`src/rtl/mole_game_core.sv`:
```
// mole_game_core: N-target whack-a-mole core with lives, edge-detected buttons, timers and difficulty scaling.
module mole_game_core #(
  parameter int N_TARGETS  = 7,
  parameter int SCORE_W    = 8,
  parameter int TIMER_W    = 16,
  parameter int GAME_TICKS = 60000,
  parameter int ROUND_BASE = 5000,
  parameter int ROUND_STEP = 1000,
  parameter int ROUND_MIN  = 2000,
  parameter int LEVEL_STEP = 5,
  parameter int MAX_LIT    = 4,
  parameter int LIVES      = 3
) (
  input  logic                 clk,
  input  logic                 rst,
  input  logic                 start,
  input  logic [N_TARGETS-1:0] btn,
  output logic [N_TARGETS-1:0] targets,
  output logic [SCORE_W-1:0]   score,
  output logic [3:0]           lives_left,
  output logic [3:0]           level,
  output logic                 busy,
  output logic                 game_over,
  output logic                 hit_pulse,
  output logic                 miss_pulse
);
  typedef enum logic [1:0] {IDLE, LOAD, SHOW, OVER} state_t;
  state_t state, state_n;
  logic [15:0] lfsr;
  logic [N_TARGETS-1:0] btn_q, hit_mask, press, mask_n, pattern;
  logic [TIMER_W-1:0] game_t, round_t, round_preset;
  logic [31:0] lvl_full, lit_full, num_lit, red, cnt;
  logic wrong, done, hit, miss, game_end, go;
  always_comb begin
    lvl_full = 32'(score) / 32'(LEVEL_STEP);
    level = lvl_full > 32'd15 ? 4'd15 : lvl_full[3:0];
    lit_full = 32'(level) + 32'd1;
    num_lit = lit_full > 32'(MAX_LIT) ? 32'(MAX_LIT) : lit_full;
    red = 32'(level) * 32'(ROUND_STEP);
    round_preset = TIMER_W'(32'(ROUND_BASE) >= red + 32'(ROUND_MIN) ? 32'(ROUND_BASE) - red : 32'(ROUND_MIN));
  end
  // random bits first, then pad from the LSB so exactly num_lit targets light
  always_comb begin
    pattern = '0;
    cnt = '0;
    for (int i = 0; i < N_TARGETS; i++)
      if (lfsr[i%16] && cnt < num_lit) begin
        pattern[i] = 1'b1;
        cnt = cnt + 32'd1;
      end
    for (int i = 0; i < N_TARGETS; i++)
      if (!pattern[i] && cnt < num_lit) begin
        pattern[i] = 1'b1;
        cnt = cnt + 32'd1;
      end
  end
  always_comb begin
    press = btn & ~btn_q;
    mask_n = hit_mask | (press & targets);
    wrong = |(press & ~targets);
    done = mask_n == targets;
    go = start && (state == IDLE || state == OVER);
    hit = state == SHOW && !wrong && done;
    miss = state == SHOW && (wrong || (!done && round_t == '0));
    game_end = (state == LOAD || state == SHOW) && game_t == '0;
    state_n = go ? LOAD
            : (game_end || (miss && lives_left <= 4'd1)) ? OVER
            : (hit || miss) ? LOAD
            : state == LOAD ? SHOW
            : state;
    busy = state == LOAD || state == SHOW;
    game_over = state == OVER;
  end
  always_ff @(posedge clk) begin
    if (rst) begin
      state <= IDLE;
      targets <= '0;
      score <= '0;
      lives_left <= 4'(LIVES);
      lfsr <= 16'hACE1;
      btn_q <= '0;
      hit_mask <= '0;
      game_t <= '0;
      round_t <= '0;
      hit_pulse <= 1'b0;
      miss_pulse <= 1'b0;
    end else begin
      state <= state_n;
      lfsr <= {lfsr[14:0], lfsr[15] ^ lfsr[13] ^ lfsr[12] ^ lfsr[10]};
      btn_q <= btn;
      hit_pulse <= hit;
      miss_pulse <= miss;
      targets <= (state_n == OVER || go) ? '0 : state == LOAD ? pattern : targets;
      hit_mask <= state == SHOW ? mask_n : '0;
      round_t <= state == LOAD ? round_preset : round_t - TIMER_W'(state == SHOW && round_t != '0);
      game_t <= go ? TIMER_W'(GAME_TICKS) : game_t - TIMER_W'(state == SHOW && game_t != '0);
      score <= go ? '0 : (hit && score != '1) ? score + 1'b1 : score;
      lives_left <= go ? 4'(LIVES) : (miss && lives_left != 4'd0) ? lives_left - 4'd1 : lives_left;
    end
  end
endmodule

```
`config.mk`:
```
export PLATFORM = sky130hd
export DESIGN_NAME = mole_game_core
export DESIGN_NICKNAME = d
export VERILOG_FILES = /design/src/rtl/mole_game_core.sv
export SDC_FILE = /design/constraint.sdc
export NUM_CORES = 1
export LEC_CHECK = 0
export CAP_MARGIN = 20
export CORE_MARGIN = 3
export CORE_UTILIZATION = 60
export DETAILED_ROUTE_END_ITERATION = 12
export PLACE_DENSITY = 0.79
export SYNTH_ARGS = -nofsm -noshare
export SYNTH_HDL_FRONTEND = slang
export SYNTH_SLANG_ARGS = --single-unit
```
`constraint.sdc`:
```
create_clock -name clk -period 32.1 [get_ports clk]
set_input_delay 4.815 -clock clk [delete_from_list [all_inputs] [get_ports clk]]
set_output_delay 4.815 -clock clk [all_outputs]
set_load 0.01 [all_outputs]
```
==> results by group <==
Place
  • Port bufs: 36
  • Dpl hpwl: about 17000 um
  • GP Congestion: ~0.95

Synthesis
  • Synth top area cells: dfxtp_1 (19%), ha_1 (12%), nor2_1 (4.7%)
  • Synth top cells by count: nor2_1 (114), ha_1 (90), dfxtp_1 (85)
  • Synth Cell Area: around 9000 um2
  • Ys flop type: dfxtp_1
  • Number of flops mapped to enable cells by yosys: 0
  • Synth unique cells: between 100 and 150
  • Area share of the largest cell type after synthesis: 0.189
  • Syn Area/Cell: 7.87 um2
  • Synth warn: 0
  • Post-synthesis async set-or-reset flop share: 0
  • Biggest area consumer among synthesized cells: dfxtp_1
  • Sequential area share after synthesis: 0.189
  • Mapped Cells: roughly 1100
  • Most common cell in the netlist: nor2_1
  • Synth Register Bits: 85

Flow run
  • Max-cap violations: 0

Floorplanning
  • Die area: 16500 um2
  • Row cnt: 44
  • Die X: 129 um
  • Die span in y: around 130 um
  • CORE AREA: between 10000 and 15000 um2
  • Initial Util: 0.618
  • Top Ports: 37

Global routing
  • GRT Residual Overflow: 0
  • Initial antenna violation count: 0
  • First-pass GRT wire length: 37900 um
  • Pin count of the biggest net entering global routing: 49
  • GR met3 Demand/Resource: 0.0519
  • Vias in the first global route: about 7900
  • Tot GR Track Use: 0.276
  • Met1 usage: 0.361
  • Met2 GRT Util: 0.446
  • Grt peak-use layer: met2

Critical path
  • Worst path most repeated cell: ha_1
  • Worst-path fanout max: 23
  • Crit Reg-Reg Endpoint: targets[6]
  • CP max stage delay: between 0.8 and 0.9 ns
  • R2R cell count: between 100 and 150
  • Worst EP required: 32.36 ns
  • Critical-path cell with the highest stage delay: dfxtp_1
  • Critical Path AT: approximately 28 ns
  • Worst r2r src: score[6]
  • Worst R2R Setup Slack: approximately 4.5 ns
  • Critical setup path kind: flop to flop
  • Nature of the critical path endpoint: flop
  • Startpoint types: flop

Clock network
  • Clock tree sinks: 85
  • Longest Clk Path Bufs: 2
  • Post_cts resized: 0
  • Hold Buf Count CTS: 0
  • Worst skew pair latency: approximately 0.34 ns
  • Inserted Clock Buffers: 9
  • CTS H-tree lvls: 3
  • Clock root buffer: clkbuf_16
  • Post-CTS Setup Bufs: 0
  • Clk slew on worst S/H paths: ~0.07 ns
  • CTS tree: yes

STA
  • # setup viols final: 0
  • Final Hold Violating Endpoints: 0
  • FMAX: between 30 and 40 MHz
  • Actual slew at the worst max-slew pin: 0.936 ns
  • Period utilization: 0.861
  • Worst clock skew: about 0.0081 ns
  • Final min period: between 20 and 30 ns
  • Final Max Tran Viols: 0
  • Slew HR: 0.376
  • RSZ-0062 raised after global routing: false
  • Setup TNS: 0 ns

Route
  • Average vias per placed instance: 6.47
  • Avg WL per Cell: between 15 and 20 um
  • Post-DRT Antenna Nets: 0
  • Routed Wire Length: 23100 um
  • Initial DRC count: 845
  • Via Count: 8684
  • # DRC: 0
  • TritonRoute pass-1 iters: 5

Final layout
  • Nets: ~1300
  • Layout cell share with drive strength beyond 1: 0.0751
  • Diodes inserted: 0
  • Layout area overhead: 8.08%

Status
  • Status: finished clean

Hold path
  • Min-Delay Path Depth: 1
  • Hold path endpoint: lfsr[15]
  • Worst min path class: flop to flop
  • Min-delay src: lfsr[14]
[final cells by class]
| cell class | count | area (um2) |
|---|---|---|
| multi-input combinational | 947 | 6840 |
| inverter | 70 | 265 |
| sequential | 85 | 1700 |
| clock inverter | 7 | 80.1 |
| tap | 184 | 230 |
| timing repair buffer | 41 | 394 |
| clock buffer | 9 | 225 |
| fill | 1234 | 4850 |
[cells in the final DEF, fill, tap and decap left out, types with 13 or more instances in the layout]
master,Yosys,final
nor2_1,114,114
ha_1,90,90
dfxtp_1,85,85
nand2_1,77,77
inv_1,66,66
a21oi_1,63,63
o21ai_0,53,53
xnor2_1,45,45
nor2b_1,37,37
nand3_1,36,36
clkdlybuf4s50_1,0,36
nor3_1,30,30
a21o_1,22,22
xor2_1,20,20
nand2b_1,18,18
or2_2,18,18
nand4_1,16,16
o21a_1,15,15
a31oi_1,14,14
and3_1,14,14
or3_1,14,14
nor4_1,13,13
a211oi_1,13,13
[state kept, by name, indices dropped and copies added (netlist names)]
| register | flops |
|---|---|
| state | 2 |
| lfsr | 16 |
| game_t | 16 |
| hit_mask | 7 |
| btn_q | 7 |
| score | 8 |
| lives_left | 4 |
| round_t | 16 |
| miss_pulse | 1 |
| targets | 7 |
| hit_pulse | 1 |
[worst max-delay path: cells and delay by family, from the launching register on]
kind / cells / cell delay [ns]
buffers and inverters: 6 / 0.74
muxes: 7 / 2.03
adders and majority gates: 16 / 4.54
DFF: 1 / 0.83
AOI/OAI and AO/OA: 47 / 10.88
and+or+nand+nor: 34 / 7.87
xor gates and xnor gates: 2 / 0.67
[metrics by stage]
stage          area (um2)  std cells  utilization  setup WS [ns]  hold slack, ns
6_report             9740       1343        0.667           4.46           0.406
5_1_grt              9740       1343        0.667           2.48           0.423
4_1_cts              9730       1342        0.667           4.84           0.407
3_5_place_dp         9430       1326        0.646           4.91           0.400
3_3_place_gp         9430       1326        0.646           5.62           0.396
2_1_floorplan        9010       1146            -           8.45           0.389
[worst max path at each step]
| stage | from | end | slack [ns] |
|---|---|---|---|
| floorplan | score[5] | targets[6] | 8.45 |
| global placement | score[5] | targets[6] | 5.62 |
| detailed placement | score[6] | targets[6] | 4.91 |
| CTS | score[6] | targets[6] | 4.84 |
| global route | score[6] | targets[6] | 2.48 |
| finish | score[6] | targets[6] | 4.46 |
[cells by family after synthesis]
group                    synth area share
XOR/XNOR                           0.0792
AO/OA/AOI/OAI                       0.253
AND/OR/NAND/NOR                     0.259
other                            0.000416
flip-flops                          0.189
buffers and inverters              0.0522
multiplexers                       0.0242
adder cells (fa/ha/maj)             0.143
[layer usage]
metal / vias to the layer above / wire (um)
li1: 4206 / -
met1: 4033 / 10100
met2: 374 / 10500
met3: 71 / 1490
met4: 0 / 923
met5: - / 0
Power is not shown: default switching activity piles up to over one toggle a cycle in this logic, so the estimate is an artifact.
